$ cat src/rtl/ps2_kbd_ctrl.sv
// rtl/ps2_kbd_ctrl.sv - PS2 keyboard command sequencer (init handshake, lock LEDs, scan-code forwarding)
//
// Sits between the PS2 host rx/tx datapath and the scan-code translator.
// Runs the 0xFF/ACK/BAT init handshake and tracks the Caps/Num/Scroll lock keys.
// Whenever a lock state changes it sends Set-LEDs (0xED + LED byte), with resend,
// timeout and bounded retry. Bytes that are not protocol replies are forwarded.
//
// Build option: PS2_KBD_INIT_EN
//   defined   - the init handshake runs after reset
//   undefined - reset goes straight to IDLE and 0xAA/0xFC are forwarded
//
// Ports:
//   clk, rst_n             clock, synchronous active-low reset
//   rx_valid, rx_data      received byte strobe and value
//   tx_valid, tx_data      byte request to the transmitter
//   tx_ready               transmitter accepts on tx_valid & tx_ready
//   tx_done, tx_err        transmit complete / transmit failed pulses
//   fwd_valid, fwd_data    forwarded scan-code strobe and value
//   leds                   {caps, num, scroll} lock state
//   init_done              init handshake complete
//   busy                   command exchange in progress
//   ctrl_err               sticky failure flag

module ps2_kbd_ctrl #(
    parameter int ACK_TIMEOUT = 1000000,
    parameter int BAT_TIMEOUT = 50000000,
    parameter int MAX_RETRY   = 3
) (
    input  logic       clk,
    input  logic       rst_n,
    input  logic       rx_valid,
    input  logic [7:0] rx_data,
    output logic       tx_valid,
    output logic [7:0] tx_data,
    input  logic       tx_ready,
    input  logic       tx_done,
    input  logic       tx_err,
    output logic       fwd_valid,
    output logic [7:0] fwd_data,
    output logic [2:0] leds,
    output logic       init_done,
    output logic       busy,
    output logic       ctrl_err
);

    // One timer serves both the ACK and the BAT windows, so size it for the larger.
    localparam int TMAX = (BAT_TIMEOUT > ACK_TIMEOUT) ? BAT_TIMEOUT : ACK_TIMEOUT;
    localparam int TW   = $clog2(TMAX + 1);
    localparam int RW   = $clog2(MAX_RETRY + 1);

    localparam logic [TW-1:0] ACK_LIM   = TW'(ACK_TIMEOUT);
    localparam logic [TW-1:0] TIMER_SAT = {TW{1'b1}};
    localparam logic [RW-1:0] RETRY_MAX = RW'(MAX_RETRY);
`ifdef PS2_KBD_INIT_EN
    localparam logic [TW-1:0] BAT_LIM   = TW'(BAT_TIMEOUT);
`endif

    localparam logic [7:0] B_RESET = 8'hFF;
    localparam logic [7:0] B_SETLED = 8'hED;
    localparam logic [7:0] B_ACK   = 8'hFA;
    localparam logic [7:0] B_RESEND = 8'hFE;
    localparam logic [7:0] B_BAT_OK = 8'hAA;
    localparam logic [7:0] B_BAT_ERR = 8'hFC;
    localparam logic [7:0] B_BREAK = 8'hF0;
    localparam logic [7:0] B_EXT   = 8'hE0;
    localparam logic [7:0] K_CAPS  = 8'h58;
    localparam logic [7:0] K_NUM   = 8'h77;
    localparam logic [7:0] K_SCROLL = 8'h7E;

    typedef enum logic [2:0] {
        ST_IDLE,
        ST_SEND,
        ST_WAIT_TX,
        ST_WAIT_ACK,
        ST_BAT_WAIT,
        ST_ERROR
    } state_t;

    // Which byte the shared send sub-sequence is carrying.
    typedef enum logic [1:0] {
        PH_INIT,
        PH_LED_CMD,
        PH_LED_VAL
    } phase_t;

`ifdef PS2_KBD_INIT_EN
    localparam state_t RESET_STATE = ST_SEND;
`else
    localparam state_t RESET_STATE = ST_IDLE;
`endif

    state_t          state, state_next;
    phase_t          phase, phase_next;
    logic [RW-1:0]   retry, retry_next;
    logic [TW-1:0]   timer, timer_next;
    logic [2:0]      led_snap, snap_next;
    logic            brk;
    logic            dirty;
    logic            dirty_clr;
    logic            fail;
    logic            do_retry;
    logic [7:0]      byte_next;

    logic            rx_consumed;
    logic            rx_fwd;
    logic            lock_key;
    logic            lock_hit;

    // Protocol replies are swallowed only where the sequencer is waiting for them.
    always_comb begin
        rx_consumed = 1'b0;
        if (rx_valid && state == ST_WAIT_ACK && (rx_data == B_ACK || rx_data == B_RESEND))
            rx_consumed = 1'b1;
`ifdef PS2_KBD_INIT_EN
        if (rx_valid && state == ST_BAT_WAIT && (rx_data == B_BAT_OK || rx_data == B_BAT_ERR))
            rx_consumed = 1'b1;
`endif
    end

    assign rx_fwd   = rx_valid && !rx_consumed;
    assign lock_key = (rx_data == K_CAPS) || (rx_data == K_NUM) || (rx_data == K_SCROLL);
    assign lock_hit = rx_fwd && !brk && lock_key;

    always_comb begin
        state_next = state;
        phase_next = phase;
        retry_next = retry;
        snap_next  = led_snap;
        dirty_clr  = 1'b0;
        fail       = 1'b0;
        do_retry   = 1'b0;
        timer_next = (timer != TIMER_SAT) ? timer + 1'b1 : timer;

        case (state)
            ST_IDLE: begin
                timer_next = '0;
                if (dirty) begin
                    dirty_clr  = 1'b1;
                    snap_next  = leds;
                    phase_next = PH_LED_CMD;
                    state_next = ST_SEND;
                end
            end
            ST_SEND: begin
                // Held at zero so the ACK window starts at the accepting edge.
                timer_next = '0;
                if (tx_valid && tx_ready)
                    state_next = ST_WAIT_TX;
            end
            ST_WAIT_TX: begin
                if (tx_err || timer == ACK_LIM) begin
                    do_retry = 1'b1;
                end else if (tx_done) begin
                    timer_next = '0;
                    state_next = ST_WAIT_ACK;
                end
            end
            ST_WAIT_ACK: begin
                // A received byte is examined before the timeout so it wins a tie.
                if (rx_valid && rx_data == B_ACK) begin
                    retry_next = '0;
                    timer_next = '0;
                    case (phase)
                        PH_INIT:    state_next = ST_BAT_WAIT;
                        PH_LED_CMD: begin
                            phase_next = PH_LED_VAL;
                            state_next = ST_SEND;
                        end
                        default:    state_next = ST_IDLE;
                    endcase
                end else if ((rx_valid && rx_data == B_RESEND) || tx_err || timer == ACK_LIM) begin
                    do_retry = 1'b1;
                end
            end
            ST_BAT_WAIT: begin
`ifdef PS2_KBD_INIT_EN
                if (rx_valid && rx_data == B_BAT_OK)
                    state_next = ST_IDLE;
                else if ((rx_valid && rx_data == B_BAT_ERR) || timer == BAT_LIM)
                    state_next = ST_ERROR;
`else
                state_next = ST_IDLE;
`endif
            end
            ST_ERROR: begin
                timer_next = '0;
            end
            default: begin
                state_next = ST_IDLE;
            end
        endcase

        if (do_retry) begin
            if (retry < RETRY_MAX) begin
                retry_next = retry + 1'b1;
                state_next = ST_SEND;
            end else begin
                // Out of retries: init is fatal, an LED update is just abandoned.
                retry_next = '0;
                fail       = 1'b1;
                state_next = (phase == PH_INIT) ? ST_ERROR : ST_IDLE;
            end
        end
    end

    always_comb begin
        case (phase_next)
            PH_INIT:    byte_next = B_RESET;
            PH_LED_CMD: byte_next = B_SETLED;
            default:    byte_next = {5'b0, snap_next};
        endcase
    end

    always_ff @(posedge clk) begin
        if (!rst_n) begin
            state     <= RESET_STATE;
            phase     <= PH_INIT;
            retry     <= '0;
            timer     <= '0;
            led_snap  <= '0;
            brk       <= 1'b0;
            dirty     <= 1'b0;
            leds      <= '0;
            tx_valid  <= 1'b0;
            tx_data   <= '0;
            fwd_valid <= 1'b0;
            fwd_data  <= '0;
            init_done <= 1'b0;
            busy      <= 1'b0;
            ctrl_err  <= 1'b0;
        end else begin
            state    <= state_next;
            phase    <= phase_next;
            retry    <= retry_next;
            timer    <= timer_next;
            led_snap <= snap_next;

            // Registered from the next state so tx_valid is low through reset.
            tx_valid <= (state_next == ST_SEND);
            tx_data  <= byte_next;
            busy     <= (state_next != ST_IDLE) && (state_next != ST_ERROR);
            ctrl_err <= ctrl_err || fail || (state_next == ST_ERROR);

`ifdef PS2_KBD_INIT_EN
            if (state_next == ST_ERROR)
                init_done <= 1'b0;
            else if (state == ST_BAT_WAIT && state_next == ST_IDLE)
                init_done <= 1'b1;
`else
            init_done <= 1'b1;
`endif

            fwd_valid <= rx_fwd;
            if (rx_fwd)
                fwd_data <= rx_data;

            if (rx_fwd) begin
                if (rx_data == B_BREAK) begin
                    brk <= 1'b1;
                end else if (rx_data != B_EXT) begin
                    brk <= 1'b0;
                    if (!brk) begin
                        if (rx_data == K_CAPS)   leds[2] <= ~leds[2];
                        if (rx_data == K_NUM)    leds[1] <= ~leds[1];
                        if (rx_data == K_SCROLL) leds[0] <= ~leds[0];
                    end
                end
            end

            // A new toggle outranks the snapshot clear so no change is lost.
            if (lock_hit)
                dirty <= 1'b1;
            else if (dirty_clr)
                dirty <= 1'b0;
        end
    end

endmodule

$ cat config.mk
export PLATFORM = sky130hd
export DESIGN_NAME = ps2_kbd_ctrl
export DESIGN_NICKNAME = d
export VERILOG_FILES = /design/src/rtl/ps2_kbd_ctrl.sv
export SDC_FILE = /design/constraint.sdc
export NUM_CORES = 1
export LEC_CHECK = 0
export CAP_MARGIN = 10
export CORE_UTILIZATION = 55
export CTS_CLUSTER_SIZE = 16
export DETAILED_ROUTE_END_ITERATION = 8
export PLACE_DENSITY = 0.91
export SETUP_SLACK_MARGIN = 0.4
export SLEW_MARGIN = 20
export SYNTH_ARGS = -nofsm -noshare
export SYNTH_HDL_FRONTEND = slang
export SYNTH_SLANG_ARGS = --single-unit
$ cat constraint.sdc
create_clock -name clk -period 4.5 [get_ports clk]
set_clock_uncertainty 0.15 [all_clocks]
set_input_delay 0.675 -clock clk [delete_from_list [all_inputs] [get_ports clk]]
set_output_delay 0.675 -clock clk [all_outputs]
set_load 0.01 [all_outputs]
==> flow_summary_export.csv, run 1 <==
group,metric,value,unit
cells_and_area,fin_area,0.00335,mm^2
clock_tree,clk_latency,0.33,ns
worst_setup_path,worstSetupPathType,"in2reg",
routing,ant_nets,0,
routing,avgViaCountPerCell,5.77,
clock_tree,clock-sinks,59,
global_routing,grt_pass1_wl,9980,um
floorplanning,die_w,72.3,um
status,run_status,"finished clean",
global_routing,grt_overflow,0,
routing,wl_per_cell,14.1,um
global_routing,grt_pass1_vias,2314,
synthesis,yosysSeqAreaShare,43.4,%
placement,gp_congestion,0.868,
global_routing,grtUsageTotal,24.9,%
clock_tree,cts_hold_buf,0,
job,cap_violations,0,
routing,drc_errors,0,
cells_and_area,fin_util,70.5,%
clock_tree,cts_max_level,3,
routing,drt_pass1_iterations,4,
cells_and_area,drive_gt1_share,5.56,%
floorplanning,num_io_pins,38,
clock_tree,cts_tree,"done",
cells_and_area,final_cell_mix,"59 x dfxtp_1, 53 x nor2_1, 37 x clkdlybuf4s50_1",
sta,setup_viol,0,
routing,finalWirelength,6040,um
placement,placed_area,0.00314,mm^2
sta,fmax,0.372,GHz
cells_and_area,fin_nets,373,
synthesis,ys_seq_elements,59,
worst_setup_path,crit_path_start_kind,"input port",
worst_setup_path,worstPathRequired,4.58,ns
sta,hold_viol_final,0,
worst_setup_path,rrSetupSlack,2.06,ns
cells_and_area,n_fill_cell,372,
worst_setup_path,crit_fanout,7,
worst_setup_path,arrival,2.77,ns
synthesis,yosysWarnings,0,
sta,period_needed,2.69,ns
floorplanning,initial_utilization,57.2,%
worst_hold_path,hold_path_class,"reg2reg",
placement,dpl.hpwl,4270,um
cells_and_area,antenna_cells,0,
global_routing,grt_max_degree,27,
clock_tree,cts_resized,0,
pwr,p_leak,1.17,nW
sta,period_share,59.8,%
cells_and_area,area_growth,23.2,%
synthesis,syn-num-nets,334,
global_routing,grt_antenna_before_repair,0,
sta,timing.slew.headroom,51.4,%
cells_and_area,final_common_cell,"dfxtp_1",
pwr,power_density,329,mW/mm^2
synthesis,syn_area,0.00272,mm^2
synthesis,postSynthAreaPerCell,8.58,um^2
cells_and_area,final_cells,427,
pwr,p_int,0.878,mW
worst_setup_path,endpoint_kind,"register",
clock_tree,cts_buffer_depth,2,
worst_setup_path,critPathLaunch,"rx_data[5]",
pwr,pwr-share-seq,48.4,%
synthesis,synth_flop_cell,"dfxtp_1",
worst_setup_path,rr_worst_depth,7,
pwr,power.switching,0.225,mW
synthesis,synth_cells,317,
floorplanning,die_area,0.00523,mm^2
clock_tree,post_cts_buffers,0,
worst_setup_path,endpoint,"busy$_SDFF_PN0_",
routing,drt_iter0_drc,100,
floorplanning,rows,25,
placement,dp_cells,412,
pwr,sw_frac_of_total,20.4,%
sta,fin_hold_ws,0.326,ns
sta,slew_viol_final,0,
floorplanning,core_region_area,0.00475,mm^2
sta,rsz0062_at_grt,"no",
sta,worstMarginPinSlew,0.728,ns
pwr,vdd_ir_drop_max,0.229,mV
pwr,clkPwrFrac,45.8,%
synthesis,ys_types,48,
synthesis,synth-edff-count,0,
clock_tree,cts_root_buf,"clkbuf_8",
clock_tree,cts_buffers,9,
synthesis,async_reset_ff_share,0,%
floorplanning,die_h,72.3,um
sta,fin_setup_tns,0,ns
worst_setup_path,reg2reg_from,"timer[1]$_SDFF_PN0_",
worst_setup_path,reg2reg_to,"timer[23]$_SDFF_PN0_",
placement,io_buffer_count,37,
clock_tree,clk_pin_slew,0.06,ns
pwr,p_comb_share,5.7,%
routing,vias,2463,
worst max-delay path, stage by stage:
cell	delay (ns)
clkdlybuf4s50_1	0.52
nand4_1	0.30
o41a_1	0.51
a41o_1	0.25
a211oi_1	0.21
nor2_1	0.07
a22o_1	0.23
cell usage after synthesis, types with 2 or more instances:
master | number | area share [%]
and2_1 | 5 | 1.1
nand2b_1 | 3 | 0.69
a21oi_1 | 13 | 2.4
ha_1 | 3 | 1.4
o31ai_1 | 2 | 0.55
nand2_1 | 26 | 3.6
a31oi_1 | 5 | 1.1
xnor2_1 | 11 | 3.5
and4_1 | 2 | 0.64
a21o_1 | 3 | 0.83
nor3_1 | 13 | 2.4
nor4_1 | 4 | 0.92
nand3b_1 | 2 | 0.55
buf_2 | 2 | 0.37
o41a_1 | 2 | 0.83
nor2b_1 | 2 | 0.46
clkbuf_1 | 6 | 0.83
o211ai_1 | 2 | 0.55
xor2_1 | 14 | 4.5
and3_1 | 9 | 2.1
nor2_1 | 53 | 7.3
nand3_1 | 15 | 2.8
dfxtp_1 | 59 | 43
o21ai_0 | 4 | 0.74
inv_1 | 7 | 0.97
nand4_1 | 8 | 1.8
buf_4 | 3 | 0.83
nand4b_1 | 4 | 1.3
mux2i_1 | 7 | 2.6
nor4b_1 | 7 | 2.3
nor3b_1 | 4 | 1.1
logic make-up after synthesis:
family | after synthesis | share of synthesized area, %
buffers and inverters | 18 | 2.99
AND/OR/NAND/NOR | 162 | 30.9
XOR/XNOR | 25 | 8.05
multiplexers | 7 | 2.57
flip-flops | 59 | 43.4
adder cells (fa/ha/maj) | 3 | 1.38
AO/OA/AOI/OAI | 43 | 10.8
sequential cells by signal, summed over array words and instances (netlist names):
register,count
timer,26
fwd_data,8
tx_data,5
led_snap,3
leds,3
state,3
phase,2
retry,2
brk,1
busy,1
ctrl_err,1
dirty,1
fwd_valid,1
init_done,1
tx_valid,1
metrics by stage:
step	setup slack, ns	total power, mW
2_1_floorplan	2.19	0.572
5_1_grt	1.71	1.14
4_1_cts	1.85	1.11
3_5_place_dp	1.50	0.609
6_report	1.81	1.10
3_3_place_gp	1.56	0.607
power groups by stage:
stage	logic, mW	clock network, mW	registers (mW)
3_5_place_dp	0.0629	0	0.546
2_1_floorplan	0.0222	0	0.549
6_report	0.0632	0.506	0.534
3_3_place_gp	0.0617	0	0.546
4_1_cts	0.0634	0.516	0.534
5_1_grt	0.0677	0.541	0.535
per-layer routing:
layer / up-vias / part of all wire [%] / global-route usage (%) / wire length, um
met2: 64 / 50 / 42.8 / 3010
met5: - / 0 / 0 / 0
met1: 1180 / 43 / 27.9 / 2610
li1: 1205 / - / - / -
met3: 14 / 4.8 / 6.25 / 289
met4: 0 / 2.1 / 14.6 / 128
worst min-delay path by stage:
stage,start,to,cells after the start
CTS,fwd_data[0]$_SDFFE_PN0P_,fwd_data[0]$_SDFFE_PN0P_,2
detailed placement,fwd_data[0]$_SDFFE_PN0P_,fwd_data[0]$_SDFFE_PN0P_,2
finish,led_snap[2]$_SDFF_PN0_,led_snap[2]$_SDFF_PN0_,2
global route,fwd_data[0]$_SDFFE_PN0P_,fwd_data[0]$_SDFFE_PN0P_,2
floorplan,led_snap[1]$_SDFF_PN0_,led_snap[1]$_SDFF_PN0_,2
global placement,fwd_data[0]$_SDFFE_PN0P_,fwd_data[0]$_SDFFE_PN0P_,2
layout make-up:
type | instances | area, um^2 | share of cell area [%]
clock inverters | 1 | 30.0 | 0.896
multi-input cells | 240 | 1460 | 43.7
inverters | 7 | 26.3 | 0.784
repair buffers | 39 | 385 | 11.5
flip-flops and latches | 59 | 1180 | 35.2
clock buffers | 14 | 183 | 5.45
well taps | 67 | 83.8 | 2.50
Power figures use the tool's default switching activity.
==> run 2: changes to the inputs <==
--- a/config.mk
+++ b/config.mk
@@ -6,10 +6,10 @@
 export NUM_CORES = 1
 export LEC_CHECK = 0
 export CAP_MARGIN = 10
-export CORE_UTILIZATION = 55
+export CORE_UTILIZATION = 49
 export CTS_CLUSTER_SIZE = 16
 export DETAILED_ROUTE_END_ITERATION = 8
-export PLACE_DENSITY = 0.91
+export PLACE_DENSITY = 0.87
 export SETUP_SLACK_MARGIN = 0.4
 export SLEW_MARGIN = 20
 export SYNTH_ARGS = -nofsm -noshare
==> constraint.sdc (replaced) <==
create_clock -name clk -period 2.45 [get_ports clk]
set_clock_uncertainty 0.15 [all_clocks]
set_input_delay 0.3675 -clock clk [delete_from_list [all_inputs] [get_ports clk]]
set_output_delay 0.3675 -clock clk [all_outputs]
set_load 0.01 [all_outputs]
==> run 2 against run 1 <==
Final cell count increased by 10%. Wire length up 25%. Worst hold slack got worse by 0.0070 ns. Clock power grew 72%. Non-clock buffer count is 40 higher. Critical path depth is the same. Register-to-register slack got worse by 1.8 ns. Flip-flop and latch count unchanged. Via count grew 12%. Clock-buffer cell count stayed put. Largest cell class unchanged. Highest routed layer unchanged.
==> flow_summary_export.csv, run 2 (same netlist as run 1, synthesis figures left out) <==
group,metric,value,unit
floorplanning,die_area,0.00586,mm^2
placement,pre_cts_ws,-0.0753,ns
worst_setup_path,crit_fanout,7,
routing,drt_pass1_iterations,5,
placement,placed_area,0.00331,mm^2
worst_setup_path,crit_path_start_kind,"register",
routing,vias,2752,
sta,fin_setup_tns,0,ns
floorplanning,die_h,76.5,um
cells_and_area,area_growth,41.5,%
global_routing,grt_max_degree,17,
placement,io_buffer_count,37,
pwr,power_density,514,mW/mm^2
floorplanning,initial_utilization,52.0,%
cells_and_area,final_common_cell,"nor2_1",
pwr,pwr-share-seq,49.3,%
job,cap_violations,0,
pwr,p_int,1.54,mW
placement,gp_congestion,0.877,
worst_setup_path,worstSetupPathType,"reg2reg",
sta,fin_ws,0.279,ns
floorplanning,core_region_area,0.00524,mm^2
clock_tree,cts_tree,"done",
worst_hold_path,hold_path_class,"reg2reg",
cells_and_area,drive_gt1_share,23.7,%
sta,period_share,88.6,%
pwr,vdd_ir_drop_max,0.498,mV
global_routing,grt_antenna_before_repair,0,
pwr,sw_frac_of_total,22.1,%
cells_and_area,fin_nets,413,
sta,period_needed,2.17,ns
clock_tree,clock-sinks,59,
sta,worstMarginPinSlew,0.523,ns
clock_tree,cts_buffers,9,
cells_and_area,largest_reg_flops,26,
routing,avgViaCountPerCell,5.84,
status,run_status,"finished clean",
global_routing,grtUsageTotal,24.7,%
cells_and_area,top_regs,"timer: 26 flops, fwd_data: 8 flops, tx_data: 5 flops",
cells_and_area,final_cell_mix,"51 x nor2_1, 49 x dfxtp_1, 38 x buf_4",
pwr,p_leak,1.43,nW
sta,fmax,0.461,GHz
pwr,power.switching,0.438,mW
sta,setup_viol,0,
global_routing,grt_pass1_wl,11400,um
routing,drc_errors,0,
routing,wl_per_cell,16.0,um
sta,rsz0062_at_grt,"yes",
clock_tree,clk_pin_slew,0.06,ns
clock_tree,cts_root_buf,"clkbuf_8",
clock_tree,cts_max_level,3,
global_routing,grt_pass1_vias,2558,
pwr,p_comb_share,6.8,%
floorplanning,num_io_pins,38,
clock_tree,clk_latency,0.34,ns
worst_setup_path,worstPathRequired,2.53,ns
worst_setup_path,endpoint_kind,"register",
cells_and_area,largest-register,"timer",
sta,fin_hold_ws,0.319,ns
routing,ant_nets,0,
sta,slew_viol_final,0,
worst_setup_path,arrival,2.25,ns
cells_and_area,antenna_cells,0,
floorplanning,rows,26,
pwr,clkPwrFrac,43.9,%
clock_tree,cts_hold_buf,0,
sta,timing.slew.headroom,64.8,%
placement,dpl.hpwl,4540,um
pwr,total_power,1.98,mW
global_routing,grt_overflow,0,
floorplanning,die_w,76.5,um
clock_tree,cts_buffer_depth,2,
sta,hold_viol_final,0,
routing,drt_iter0_drc,185,
routing,finalWirelength,7530,um
cells_and_area,fin_area,0.00385,mm^2
[run 2: cell types whose count changed in the layout (fill, tap and decap cells not counted), sizes merged]
cell,delta
buf,+40
clkdlybuf4s50,-8
clkinv,+1
dlygate4sd2,+8
[run 2: path summary, 6_finish.rpt]
path	to	slack, ns	cells past startpoint	from
worst max-delay path	timer[23]$_SDFF_PN0_	0.28	7	timer[1]$_SDFF_PN0_
worst min register to register	fwd_data[0]$_SDFFE_PN0P_	0.32	2	fwd_data[0]$_SDFFE_PN0P_
worst min-delay path	fwd_data[0]$_SDFFE_PN0P_	0.32	2	fwd_data[0]$_SDFFE_PN0P_
worst max register to register	timer[23]$_SDFF_PN0_	0.28	7	timer[1]$_SDFF_PN0_
[run 2: what timing repair did]
action,in CTS,in global routing
buffers inserted,11,10
pin swaps,12,19
endpoints found under the setup margin,31,34
gates resized for setup,26,31
[run 2: power groups by stage]
stage	combinational, mW	clock (mW)	sequential, mW
4_1_cts	0.130	0.877	0.980
3_5_place_dp	0.130	0	1.00
5_1_grt	0.143	0.917	0.978
6_report	0.134	0.869	0.977
3_3_place_gp	0.128	0	1.00
2_1_floorplan	0.0407	0	1.01
[run 2: critical path: stages (launching register included)]
cell	delay, ns
dfxtp_4	0.37
ha_4	0.15
nand3_2	0.06
or3_4	0.41
o41a_1	0.54
nand3_1	0.15
xor2_1	0.18
nor2_1	0.05
[run 2: final cells by class]
type | instances | area [um^2]
sequential | 59 | 1200
inverter | 7 | 26.3
clock buffer | 14 | 153
clock inverter | 2 | 35.0
timing repair buffer | 79 | 691
tap | 70 | 87.6
multi-input combinational | 240 | 1660
fill | 373 | 1390
[run 2: metrics by stage]
| stage | std cells | util, % |
|---|---|---|
| 6_report | 471 | 73.5 |
| 5_1_grt | 471 | 73.5 |
| 4_1_cts | 461 | 69.5 |
| 3_5_place_dp | 434 | 63.1 |
| 3_3_place_gp | 434 | 63.1 |
| 2_1_floorplan | 317 | - |
[run 2: per-layer routing]
layer | share of wire (%) | track usage (%)
met5 | 0 | 0
met4 | 3.9 | 13.8
met3 | 4.4 | 6.95
met2 | 52 | 42.8
met1 | 40 | 26.9
==> run 3: changes to the inputs <==
--- a/config.mk
+++ b/config.mk
@@ -6,6 +6,7 @@
 export NUM_CORES = 1
 export LEC_CHECK = 0
 export CAP_MARGIN = 10
+export CORE_MARGIN = 3
 export CORE_UTILIZATION = 49
 export CTS_CLUSTER_SIZE = 16
 export DETAILED_ROUTE_END_ITERATION = 8
==> run 3 against run 2 <==
Combinational power is 4% higher. Critical endpoint is now timer[24]$_SDFF_PN0_. Register-to-register slack better by 0.04 ns. Via count is 2.7% lower. Worst hold slack worse by 0.0064 ns. Highest routed layer unchanged. Worst setup slack better by 0.038 ns. Clock-buffer cell count is 1 lower. First-iteration DRC count is 18% lower. Largest power group unchanged. Critical path depth stayed put. Cell area is 1.1% higher. Clock power hardly changed. Sequential share of layout area is 0.13 points lower. Critical path type unchanged.
==> flow_summary_export.csv, run 3 (same netlist as run 1, synthesis figures left out) <==
group,metric,value,unit
worst_setup_path,endpoint_kind,"register",
clock_tree,clk_pin_slew,0.06,ns
pwr,vdd_ir_drop_max,0.352,mV
routing,vias,2679,
cells_and_area,final_common_cell,"nor2_1",
pwr,pwr-share-seq,49.2,%
global_routing,grt_max_degree,16,
clock_tree,clk_latency,0.33,ns
routing,finalWirelength,7330,um
cells_and_area,fin_area,0.00389,mm^2
cells_and_area,area_growth,43.1,%
placement,dp_cells,438,
pwr,power.switching,0.419,mW
floorplanning,initial_utilization,52.0,%
pwr,sw_frac_of_total,21.1,%
global_routing,grtUsageTotal,22.6,%
cells_and_area,largest_reg_flops,26,
global_routing,grt_antenna_before_repair,0,
sta,slew_viol_final,0,
pwr,p_comb_share,7.0,%
worst_setup_path,worstPathRequired,2.55,ns
worst_hold_path,hold_path_class,"reg2reg",
floorplanning,die_w,80.5,um
sta,worstMarginPinSlew,0.530,ns
clock_tree,cts_root_buf,"clkbuf_8",
job,cap_violations,0,
floorplanning,core_region_area,0.00524,mm^2
worst_setup_path,worstSetupPathType,"reg2reg",
sta,timing.slew.headroom,64.3,%
floorplanning,num_io_pins,38,
global_routing,grt_overflow,0,
clock_tree,cts_max_level,3,
global_routing,grt_pass1_wl,11400,um
worst_setup_path,arrival,2.23,ns
cells_and_area,largest-register,"timer",
clock_tree,clock-sinks,59,
cells_and_area,final_cells,469,
worst_setup_path,crit_fanout,14,
routing,drt_pass1_iterations,4,
sta,period_share,87.0,%
clock_tree,cts_tree,"done",
cells_and_area,final_cell_mix,"51 x nor2_1, 44 x dfxtp_1, 36 x buf_4",
routing,drt_iter0_drc,152,
routing,ant_nets,0,
pwr,p_int,1.57,mW
sta,setup_viol,0,
status,run_status,"finished clean",
pwr,p_leak,1.45,nW
sta,hold_viol_final,0,
floorplanning,die_area,0.00648,mm^2
pwr,clkPwrFrac,43.8,%
pwr,power_density,509,mW/mm^2
worst_setup_path,crit_path_start_kind,"register",
routing,wl_per_cell,15.6,um
sta,rsz0062_at_grt,"yes",
cells_and_area,fin_nets,412,
placement,dpl.hpwl,4630,um
placement,io_buffer_count,37,
clock_tree,cts_hold_buf,0,
sta,period_needed,2.13,ns
cells_and_area,drive_gt1_share,25.8,%
global_routing,grt_pass1_vias,2541,
cells_and_area,antenna_cells,0,
sta,fmax,0.469,GHz
cells_and_area,top_regs,"timer: 26 flops, fwd_data: 8 flops, tx_data: 5 flops",
floorplanning,die_h,80.5,um
placement,gp_congestion,0.894,
clock_tree,cts_buffers,9,
worst_setup_path,rrSetupSlack,0.32,ns
placement,placed_area,0.00335,mm^2
routing,drc_errors,0,
floorplanning,rows,26,
routing,avgViaCountPerCell,5.71,
clock_tree,cts_buffer_depth,2,
run 3: what timing repair did:
item,4_1_cts,5_1_grt
pin swaps,12,20
gates cloned,0,1
setup endpoints to repair,32,34
hold endpoints to repair,0,0
resized for setup,23,50
buffers inserted,10,5
run 3: cell type report:
type | count | area, um^2
flip-flops and latches | 59 | 1210
clock inverters | 2 | 35.0
fillers | 378 | 1340
inverters | 7 | 28.8
multi-input cells | 240 | 1670
repair buffers | 78 | 698
clock buffers | 13 | 159
well taps | 70 | 87.6
run 3: metal layers:
layer,part of all wire (%),track usage [%]
met1,41,25.3
met2,52,40.4
met3,5.1,4.26
met4,2.7,11.8
met5,0,0
run 3: worst paths after layout:
| path | startpoint | end | cells after the start |
|---|---|---|---|
| setup / recovery | timer[3]$_SDFF_PN0_ | timer[24]$_SDFF_PN0_ | 7 |
| hold / removal | led_snap[1]$_SDFF_PN0_ | led_snap[1]$_SDFF_PN0_ | 2 |
| setup reg to reg | timer[3]$_SDFF_PN0_ | timer[24]$_SDFF_PN0_ | 7 |
| hold reg to reg | led_snap[1]$_SDFF_PN0_ | led_snap[1]$_SDFF_PN0_ | 2 |
run 3: power by group through the flow:
stage / Combinational (mW) / Clock [mW] / Sequential, mW
after CTS: 0.134 / 0.883 / 0.980
final: 0.139 / 0.870 / 0.976
after global routing: 0.150 / 0.930 / 0.976
after global placement: 0.133 / 0 / 1.00
after detailed placement: 0.136 / 0 / 1.00
after floorplan: 0.0407 / 0 / 1.01
run 3: critical path, cell delays in order, from the launching register on:
cell,delay [ns]
dfxtp_4,0.38
nor4b_4,0.29
nand4_1,0.22
nand4b_1,0.30
a21oi_2,0.16
o211ai_1,0.18
buf_6,0.20
nor3_1,0.19
run 3: metrics by stage:
step	setup slack [ns]	hold WS, ns	setup TNS [ns]	power, mW	util, %
global placement	-0.0752	0.291	-0.0753	1.14	64.0
finish	0.318	0.313	0	1.98	74.4
detailed placement	-0.0745	0.302	-0.115	1.14	64.0
CTS	0.344	0.304	0	2.00	70.1
floorplan	0.343	0.245	0	1.05	-
global route	0.179	0.339	0	2.06	74.4
